==> config.mk <==
export PLATFORM = sky130hd
export DESIGN_NAME = mips_boot_controller
export DESIGN_NICKNAME = d
export VERILOG_FILES = /design/src/rtl/mips_boot_controller.sv
export SDC_FILE = /design/constraint.sdc
export NUM_CORES = 1
export LEC_CHECK = 0
export BUFFER_PORTS_ARGS = -buffer_cell sky130_fd_sc_hd__buf_2
export CAP_MARGIN = 20
export CORE_ASPECT_RATIO = 1.1
export CORE_MARGIN = 1
export CORE_UTILIZATION = 55
export CTS_CLUSTER_DIAMETER = 30
export CTS_CLUSTER_SIZE = 14
export DETAILED_ROUTE_END_ITERATION = 10
export GPL_TIMING_DRIVEN = 0
export PLACE_DENSITY = 0.9
export SETUP_SLACK_MARGIN = 0.15
export SYNTH_ARGS = -nofsm -noshare
export SYNTH_HDL_FRONTEND = slang
export SYNTH_SLANG_ARGS = --single-unit
==> constraint.sdc <==
create_clock -name clock_in -period 3.7 [get_ports clock_in]
set_input_delay 1.11 -clock clock_in [delete_from_list [all_inputs] [get_ports clock_in]]
set_output_delay 1.11 -clock clock_in [all_outputs]
set_load 0.02 [all_outputs]
==> src/rtl/mips_boot_controller.sv <==
// Boot sequencer for the pipelined MIPS core: program load, readback verify,
// timed run, then data-memory dump over a valid/ready stream.
module mips_boot_controller #(
  parameter logic [31:0] INSTR_BASE = 32'h0000_0000,
  parameter int unsigned MAX_WORDS  = 256,
  parameter int unsigned DUMP_CNT_W = 8
) (
  input  logic                  clock_in,
  input  logic                  reset_in,
  input  logic                  start_in,
  input  logic                  prog_valid_in,
  input  logic [31:0]           prog_word_in,
  input  logic                  prog_last_in,
  output logic                  prog_ready_out,
  input  logic [31:0]           run_cycles_in,
  input  logic [31:0]           dump_base_in,
  input  logic [DUMP_CNT_W-1:0] dump_count_in,
  output logic                  cpu_reset_out,
  output logic                  cpu_instrWrite_out,
  output logic [31:0]           cpu_instr_address_out,
  output logic [31:0]           cpu_instr_out,
  input  logic [31:0]           cpu_read_instr_in,
  output logic [31:0]           cpu_read_data_address_out,
  input  logic [31:0]           cpu_read_data_in,
  output logic                  dump_valid_out,
  output logic [31:0]           dump_data_out,
  input  logic                  dump_ready_in,
  output logic                  busy_out,
  output logic                  done_out,
  output logic                  error_out
);

  localparam int unsigned CNT_W = $clog2(MAX_WORDS + 1);

  typedef enum logic [2:0] {S_IDLE, S_LOAD, S_VERIFY, S_RUN, S_DUMP, S_DONE} state_t;

  state_t                state, state_d;
  logic [CNT_W-1:0]      word_cnt, word_cnt_d, vidx, vidx_d;
  logic [31:0]           csum, csum_d, vsum, vsum_d;
  logic                  last_seen, last_seen_d;
  logic [31:0]           run_left, run_left_d;
  logic [31:0]           run_cycles_q, run_cycles_d;
  logic [31:0]           dump_base_q, dump_base_d;
  logic [DUMP_CNT_W-1:0] dump_count_q, dump_count_d, didx, didx_d;

  logic                  prog_ready_d, instr_write_d, dump_valid_d;
  logic                  cpu_reset_d, busy_d, done_d, error_d;
  logic [31:0]           instr_addr_d, instr_d, data_addr_d, dump_data_d;

  logic load_full, verify_last, verify_ok, run_end, dump_last;

  assign load_full   = (word_cnt == CNT_W'(MAX_WORDS));
  assign verify_last = (vidx == (word_cnt - CNT_W'(1)));
  assign verify_ok   = ((vsum ^ cpu_read_instr_in) == csum);
  assign run_end     = (run_left <= 32'd1);
  assign dump_last   = dump_valid_out && dump_ready_in &&
                       ((didx + DUMP_CNT_W'(1)) == dump_count_q);

  // State register
  always_ff @(posedge clock_in) begin
    if (reset_in) state <= S_IDLE;
    else          state <= state_d;
  end

  // Next-state logic
  always_comb begin
    state_d = state;
    unique case (state)
      S_IDLE, S_DONE: if (start_in) state_d = S_LOAD;
      S_LOAD: begin
        if (cpu_instrWrite_out) begin
          if (last_seen)      state_d = S_VERIFY;
          else if (load_full) state_d = S_DONE;
        end
      end
      S_VERIFY: if (verify_last) state_d = verify_ok ? S_RUN : S_DONE;
      S_RUN:    if (run_end) state_d = (dump_count_q == '0) ? S_DONE : S_DUMP;
      S_DUMP:   if (dump_last) state_d = S_DONE;
      default:  state_d = S_IDLE;
    endcase
  end

  // Next values of datapath and registered outputs
  always_comb begin
    word_cnt_d    = word_cnt;
    vidx_d        = vidx;
    csum_d        = csum;
    vsum_d        = vsum;
    last_seen_d   = last_seen;
    run_left_d    = run_left;
    run_cycles_d  = run_cycles_q;
    dump_base_d   = dump_base_q;
    dump_count_d  = dump_count_q;
    didx_d        = didx;
    prog_ready_d  = prog_ready_out;
    instr_write_d = 1'b0;
    instr_addr_d  = cpu_instr_address_out;
    instr_d       = cpu_instr_out;
    data_addr_d   = cpu_read_data_address_out;
    dump_valid_d  = dump_valid_out;
    dump_data_d   = dump_data_out;
    cpu_reset_d   = cpu_reset_out;
    error_d       = error_out;
    busy_d        = (state_d == S_LOAD) || (state_d == S_VERIFY) ||
                    (state_d == S_RUN)  || (state_d == S_DUMP);
    done_d        = (state_d == S_DONE);

    unique case (state)
      S_IDLE, S_DONE: begin
        if (start_in) begin
          run_cycles_d = run_cycles_in;
          dump_base_d  = dump_base_in;
          dump_count_d = dump_count_in;
          word_cnt_d   = '0;
          csum_d       = '0;
          last_seen_d  = 1'b0;
          error_d      = 1'b0;
          prog_ready_d = 1'b1;
        end
      end
      S_LOAD: begin
        if (cpu_instrWrite_out) begin
          // Write cycle just completed: decide whether to take another word
          if (last_seen) begin
            prog_ready_d = 1'b0;
            instr_addr_d = INSTR_BASE;
            vidx_d       = '0;
            vsum_d       = '0;
          end else if (load_full) begin
            prog_ready_d = 1'b0;
            error_d      = 1'b1;
          end else begin
            prog_ready_d = 1'b1;
          end
        end else if (prog_valid_in && prog_ready_out) begin
          prog_ready_d  = 1'b0;
          instr_write_d = 1'b1;
          instr_addr_d  = INSTR_BASE + (32'(word_cnt) << 2);
          instr_d       = prog_word_in;
          word_cnt_d    = word_cnt + CNT_W'(1);
          csum_d        = csum ^ prog_word_in;
          last_seen_d   = prog_last_in;
        end
      end
      S_VERIFY: begin
        vsum_d       = vsum ^ cpu_read_instr_in;
        vidx_d       = vidx + CNT_W'(1);
        instr_addr_d = INSTR_BASE + ((32'(vidx) + 32'd1) << 2);
        if (verify_last) begin
          if (verify_ok) begin
            run_left_d  = run_cycles_q;
            cpu_reset_d = (run_cycles_q == 32'd0);
          end else begin
            error_d = 1'b1;
          end
        end
      end
      S_RUN: begin
        if (run_left != 32'd0) run_left_d = run_left - 32'd1;
        if (run_end) begin
          cpu_reset_d = 1'b1;
          data_addr_d = dump_base_q;
          didx_d      = '0;
        end
      end
      S_DUMP: begin
        // Fetch phase captures the read, present phase holds until accepted
        if (!dump_valid_out) begin
          dump_data_d  = cpu_read_data_in;
          dump_valid_d = 1'b1;
        end else if (dump_ready_in) begin
          dump_valid_d = 1'b0;
          didx_d       = didx + DUMP_CNT_W'(1);
          data_addr_d  = cpu_read_data_address_out + 32'd4;
        end
      end
      default: ;
    endcase
  end

  // Datapath and output registers
  always_ff @(posedge clock_in) begin
    if (reset_in) begin
      word_cnt                  <= '0;
      vidx                      <= '0;
      csum                      <= '0;
      vsum                      <= '0;
      last_seen                 <= 1'b0;
      run_left                  <= '0;
      run_cycles_q              <= '0;
      dump_base_q               <= '0;
      dump_count_q              <= '0;
      didx                      <= '0;
      prog_ready_out            <= 1'b0;
      cpu_reset_out             <= 1'b1;
      cpu_instrWrite_out        <= 1'b0;
      cpu_instr_address_out     <= '0;
      cpu_instr_out             <= '0;
      cpu_read_data_address_out <= '0;
      dump_valid_out            <= 1'b0;
      dump_data_out             <= '0;
      busy_out                  <= 1'b0;
      done_out                  <= 1'b0;
      error_out                 <= 1'b0;
    end else begin
      word_cnt                  <= word_cnt_d;
      vidx                      <= vidx_d;
      csum                      <= csum_d;
      vsum                      <= vsum_d;
      last_seen                 <= last_seen_d;
      run_left                  <= run_left_d;
      run_cycles_q              <= run_cycles_d;
      dump_base_q               <= dump_base_d;
      dump_count_q              <= dump_count_d;
      didx                      <= didx_d;
      prog_ready_out            <= prog_ready_d;
      cpu_reset_out             <= cpu_reset_d;
      cpu_instrWrite_out        <= instr_write_d;
      cpu_instr_address_out     <= instr_addr_d;
      cpu_instr_out             <= instr_d;
      cpu_read_data_address_out <= data_addr_d;
      dump_valid_out            <= dump_valid_d;
      dump_data_out             <= dump_data_d;
      busy_out                  <= busy_d;
      done_out                  <= done_d;
      error_out                 <= error_d;
    end
  end

endmodule

==> results of run 1 <==
==> final cells by class <==
class / instances / area share, %
Timing Repair Buffer: 286 / 7.51
Inverter: 14 / 0.275
Buffer: 160 / 3.79
Multi-Input combinational cell: 1440 / 42.6
Clock inverter: 41 / 2.82
Antenna cell: 4 / 0.0524
Sequential cell: 311 / 32.6
Tap cell: 357 / 2.34
Clock buffer: 67 / 8.04
==> registers in the layout, indices dropped and copies added, names as in the netlist, 9 cells and up <==
name                       flops
run_left                      32
run_cycles_q                  32
cpu_instr_out                 32
dump_data_out                 32
word_cnt                       9
dump_base_q                   32
vsum                          32
csum                          32
cpu_read_data_address_out     32
cpu_instr_address_out         10
vidx                           9
==> routing by layer <==
layer | wire length (um) | vias to the layer above | global-route usage (%)
met3 | 4790 | 201 | 6.82
met5 | 0 | - | 0
met1 | 18400 | 7353 | 39.9
met4 | 2510 | 0 | 19.3
li1 | - | 7310 | -
met2 | 23700 | 1012 | 57.7
==> power breakdown <==
group          leakage [nW]  total [W]  switching [W]  internal, W
clock network         0.979    0.00553        0.00195      0.00358
registers              2.52    0.00353      0.0000812      0.00345
logic                  4.10   0.000690       0.000418     0.000272
total                  7.60    0.00975        0.00245      0.00730
==> how the worst max path moves through the flow <==
stage                          start      endpoint  slack (ns)  depth (start not counted)
3_5_place_dp    cpu_read_instr_in[1]  run_left[25]        0.19                         10
4_1_cts                  word_cnt[0]  run_left[26]        0.36                         11
3_3_place_gp    cpu_read_instr_in[1]  run_left[30]        0.22                         10
2_1_floorplan  cpu_read_instr_in[19]  run_left[30]        0.90                          9
5_1_grt                  word_cnt[0]  run_left[25]        0.16                         13
6_report                 word_cnt[0]  run_left[25]        0.34                         13
==> worst max-delay path, stage by stage, from the launching register on <==
cell	delay [ns]
dfxtp_1	0.32
clkbuf_1	0.21
inv_1	0.10
ha_1	0.21
or4b_4	0.52
nor4_4	0.27
o211a_1	0.23
o211a_1	0.18
nand4_1	0.19
o21ai_2	0.26
buf_6	0.21
buf_6	0.19
mux2i_1	0.21
a21oi_1	0.08
==> cells by family (layout without fill, tap and decap cells) <==
logic type               after synthesis  count (layout)
flip-flops                           311             311
XOR/XNOR                             102             102
multiplexers                          24              24
AND/OR/NAND/NOR                      802             802
AO/OA/AOI/OAI                        483             483
other                                  1              26
adder cells (fa/ha/maj)                7               7
buffers and inverters                174             568
==> synthesized netlist by cell type (5+ instances only) <==
cell / n
clkbuf_1: 123
nand3b_1: 37
a211oi_2: 5
buf_2: 5
o21ai_1: 18
buf_1: 5
and3_1: 15
inv_1: 14
ha_1: 7
a21o_1: 7
o31ai_1: 13
or3_1: 14
nor4_1: 22
nand4_1: 23
mux2i_1: 23
o21ai_0: 84
a22oi_1: 8
nand2b_1: 6
xnor2_1: 34
or4_1: 5
xnor3_1: 24
buf_4: 23
dfxtp_1: 311
o22ai_1: 13
nor3b_1: 10
a31oi_1: 7
nor3_1: 23
a21oi_1: 256
o211ai_1: 5
xor2_1: 44
a211oi_1: 26
nand2_1: 402
and2_1: 7
nor2_1: 160
nor2b_1: 7
nand3_1: 47
==> per-stage QoR <==
stage | cells | hold WS (ns) | worst slack [ns] | util [%]
6_report | 2680 | 0.452 | 0.342 | 70.8
5_1_grt | 2677 | 0.474 | 0.159 | 70.8
3_3_place_gp | 2567 | 0.440 | 0.222 | 63.1
2_1_floorplan | 1925 | 0.433 | 0.899 | -
4_1_cts | 2676 | 0.451 | 0.361 | 70.8
3_5_place_dp | 2568 | 0.444 | 0.187 | 63.1
==> reports/metrics.yaml, run 1 <==
seq_area_frac_synth_pct: 41.4
p_leak_nw: 7.60
synth-compound-area-share_pct: 18.7
synth_cells: 1904
finalWirelength_um: 49400
status: "finished clean"
synthAdderAreaFrac_pct: 0.582
cp.required_ns: 4.12
period_share_pct: 90.8
grt_pass1_wl_um: 76900
slew_headroom_pct: 36.1
path_class: "flop to flop"
ys_async_sr_fraction_pct: 0
p_total_w: 0.00975
place_congestion: 0.960
critical_path_arrival_ns: 3.78
min_period_ns: 3.36
ir_worst_vdd_uv: 420
synth_edf_count: 0
rrSetupSlack_ns: 0.34
firstDrtPassIters: 6
netlist_area_sq_um: 15100
power_per_cell_area_nw_per_um2: 510
avgSynthCellArea_sq_um: 7.91
cts_hold_buf: 0
design_area_sq_um: 19100
syn_to_final_growth_pct: 26.9
h-tree-depth: 2
cts_buffers: 59
r2r_start: "word_cnt[0]"
grt_max_degree: 18
io_pins: 309
synth_xor_area_share_pct: 8.13
min_to: "cpu_instr_out[21]"
synthMuxAreaShare_pct: 1.60
setup_viol_count_final: 0
worst_clock_skew_ns: 0.0198
maxCapViolCount: 0
synth_top_family_by_area: "simple AND/OR/NAND/NOR gates"
core-area_sq_um: 27000
grt_pass1_vias: 15372
die_y_um: 176
ant_nets: 0
hpwl_um: 34700
worstSetupStartpointType: "flop"
tightest_slew_ns: 0.954
cts.repair.resized: 0
die_x_um: 160
finalMaxSlewViolations: 0
post_drt_wl_per_cell_um: 18.4
ys_seq_elements: 311
grt.overflow.total: 0
avgViaCountPerCell: 5.92
clkTransAtPathRegs_ns: 0.06
synth_area_leader_cell: "dfxtp_1"
first_iter_violations: 1757
synthSimpleGateAreaFrac_pct: 24.4
endpoint_kind: "flop"
netlist.area_leader.share_pct: 41.4
initial_core_util_pct: 55.8
n_fill_cell: 2084
cts_root_buf: "clkbuf_16"
drive_above_1_share_pct: 19.5
yosysUniqueCellTypes: 73
dieArea_sq_um: 28000
cts_buffer_depth: 3
clk_latency_ns: 0.59
nets: 2453
holdPathStages: 2
r2r_end: "run_left[25]"
hold_viol: 0
rows: 63
critPathMaxFanout: 10
clock_sinks: 311
ys_top_cells_by_area: "dfxtp_1 (41%), nand2_1 (10%), a21oi_1 (8.5%)"
grt_setup_unrepaired: "false"
track_usage_pct: 33.9
grt_antenna_before_repair: 3
regArea_sq_um: 6230
tns_ns: 0
rr_worst_depth: 13
detail_route.drc_violations: 0
cts_tree: "built"
placed_area_sq_um: 17000
ys_warn_count: 0
vias: 15876
port_buffers: 285
final_common_cell: "nand2_1"
synth_flop_cell: "dfxtp_1"
min_from: "cpu_instr_out[21]"
most-common-layout-cells: "nand2_1 (402), dfxtp_1 (311), buf_2 (290), a21oi_1 (256), nor2_1 (160)"
fmax_ghz: 0.298
cts_setup_buffers: 0
multiInputGateArea_sq_um: 8130
hold_path_class: "flop to flop"
(Power assumes the default switching activity.)
==> inputs of run 2 (changes only) <==
- clock period: 3.7 -> 3.75 ns (I/O delays scaled with it)
==> run 2 against run 1 <==
Net effect: total power decreased by 1.4%; first-iteration DRC count about the same; final area unchanged; worst hold slack about the same; clock-buffer cell count unchanged; routed wire length about the same; die area unchanged; flip-flop and latch count unchanged.
==> reports/metrics.yaml, run 2 (same netlist as run 1, synthesis figures left out) <==
core-area_sq_um: 27000  # unchanged
multiInputGateArea_sq_um: 8130  # unchanged
cts_buffers: 59  # unchanged
cp.required_ns: 4.18  # +0.06 ns
worstSetupStartpointType: "flop"
hold_ws_ns: 0.452  # -0.00000100 ns
slew_headroom_pct: 36.2  # +0.090 points
post_drt_wl_per_cell_um: 18.4  # about the same
grt_pass1_vias: 15372  # unchanged
clock_sinks: 311  # unchanged
rows: 63  # unchanged
drive_above_1_share_pct: 19.5  # unchanged
maxCapViolCount: 0  # unchanged
status: "finished clean"
place_congestion: 0.960  # unchanged
firstDrtPassIters: 5  # -1
critical_path_arrival_ns: 3.86  # +0.08 ns
instances_no_fill: 2680  # unchanged
crit_buf_inv: 2  # -2
avgViaCountPerCell: 5.92  # about the same
tns_ns: 0  # unchanged
vias: 15874  # -0.013%
power_per_cell_area_nw_per_um2: 503  # -1.4%
grt_antenna_before_repair: 3  # unchanged
port_buffers: 285  # unchanged
path_class: "flop to flop"
period_share_pct: 91.4  # +0.67 points
ant_nets: 0  # unchanged
n_fill_cell: 2084  # unchanged
initial_core_util_pct: 55.8  # unchanged
slowest_delay_ns: 0.60  # +0.08 ns
min_period_ns: 3.43  # +0.0705 ns
hpwl_um: 34700  # unchanged
h-tree-depth: 2  # unchanged
cts_buffer_depth: 3  # unchanged
rrSetupSlack_ns: 0.32  # -0.02 ns
syn_to_final_growth_pct: 26.9  # unchanged
crit_family: "simple AND/OR/NAND/NOR gates"
die_x_um: 160  # unchanged
design_area_sq_um: 19100  # unchanged
p_leak_nw: 7.60  # unchanged
grt.overflow.total: 0  # unchanged
cts_hold_buf: 0  # unchanged
cts_root_buf: "clkbuf_16"
final_common_cell: "nand2_1"
cts_tree: "built"
cp-startpoint: "word_cnt[0]"
critical_path.cell_chain: "clkbuf_1 > inv_1 > ha_1 > or4b_4 > nor4_4 > mux2i_1 > nand3_1 > nor4_4 > o21ai_1 > a221oi_1 > nor2_1"
clkTransAtPathRegs_ns: 0.06  # about the same
min_from: "cpu_instr_out[21]"
fmax_ghz: 0.292  # -2.1%
endpoint_kind: "flop"
grt_pass1_wl_um: 76900  # unchanged
detail_route.drc_violations: 0  # unchanged
io_pins: 309  # unchanged
placed_area_sq_um: 17000  # unchanged
dieArea_sq_um: 28000  # unchanged
finalWirelength_um: 49400  # about the same
tightest_slew_ns: 0.952  # -0.00134 ns
track_usage_pct: 33.9  # unchanged
ir_worst_vdd_uv: 414  # -1.5%
hold_path_class: "flop to flop"
setup_viol_count_final: 0  # unchanged
grt_max_degree: 18  # unchanged
nets: 2453  # unchanged
first_iter_violations: 1758  # +0.057%
hold_viol: 0  # unchanged
cts_setup_buffers: 0  # unchanged
cts.repair.resized: 0  # unchanged
die_y_um: 176  # unchanged
regArea_sq_um: 6230  # unchanged
grt_setup_unrepaired: "false"
crit_path_frequent_cell: "nor4_4"
r2r_start: "word_cnt[0]"
worst_clock_skew_ns: 0.0182  # -0.00154 ns
cp_slowest_cell: "nor4_4"
critPathMaxFanout: 9  # -1
placedCellCount: 2568  # unchanged
finalMaxSlewViolations: 0  # unchanged
most-common-layout-cells: "nand2_1 (402), dfxtp_1 (311), buf_2 (290), a21oi_1 (256), nor2_1 (160)"
clk_latency_ns: 0.59  # about the same
## run 2: cell counts in the layout (fill, tap and decap cells not counted)
No cell type changed its count.
## run 2: worst min-delay path, cell delays in order (launching register included)
cell	delay (ns)
dfxtp_1	0.30
nand2_1	0.05
a21oi_1	0.05
## run 2: worst paths after layout
| kind | endpoint | cells past startpoint |
|---|---|---|
| setup / recovery | run_left[26] | 11 |
| hold / removal | cpu_instr_out[21] | 2 |
| setup reg to reg | run_left[26] | 11 |
| hold reg to reg | cpu_instr_out[21] | 2 |
## run 2: area by class of cell
type / instances / area share, %
Clock inverter: 41 / 2.82
Sequential cell: 311 / 32.6
Multi-Input combinational cell: 1440 / 42.6
Timing Repair Buffer: 286 / 7.51
Buffer: 160 / 3.79
Tap cell: 357 / 2.34
Inverter: 14 / 0.275
Antenna cell: 4 / 0.0524
Clock buffer: 67 / 8.04
## run 2: routing by layer
layer / share of wire (%) / global-route usage [%] / up-vias / routed length, um
li1: - / - / 7312 / -
met1: 37 / 39.9 / 7333 / 18400
met2: 48 / 57.7 / 1022 / 23600
met3: 9.7 / 6.82 / 207 / 4780
met4: 5.1 / 19.3 / 0 / 2540
met5: 0 / 0 / - / 0
## run 2: report_power, final
part | total [W] | internal (W) | switching (W) | leakage [nW]
sequential | 0.00348 | 0.00340 | 0.0000801 | 2.52
clock | 0.00545 | 0.00353 | 0.00192 | 0.979
combinational | 0.000681 | 0.000269 | 0.000413 | 4.10
total | 0.00962 | 0.00720 | 0.00241 | 7.60
## run 2: per-stage QoR
stage	power, W	worst slack (ns)	utilization [%]
after floorplan	0.00393	0.934	-
after global placement	0.00418	0.257	63.1
after detailed placement	0.00420	0.222	63.1
after CTS	0.00960	0.411	70.8
after global routing	0.00987	0.179	70.8
final	0.00962	0.321	70.8
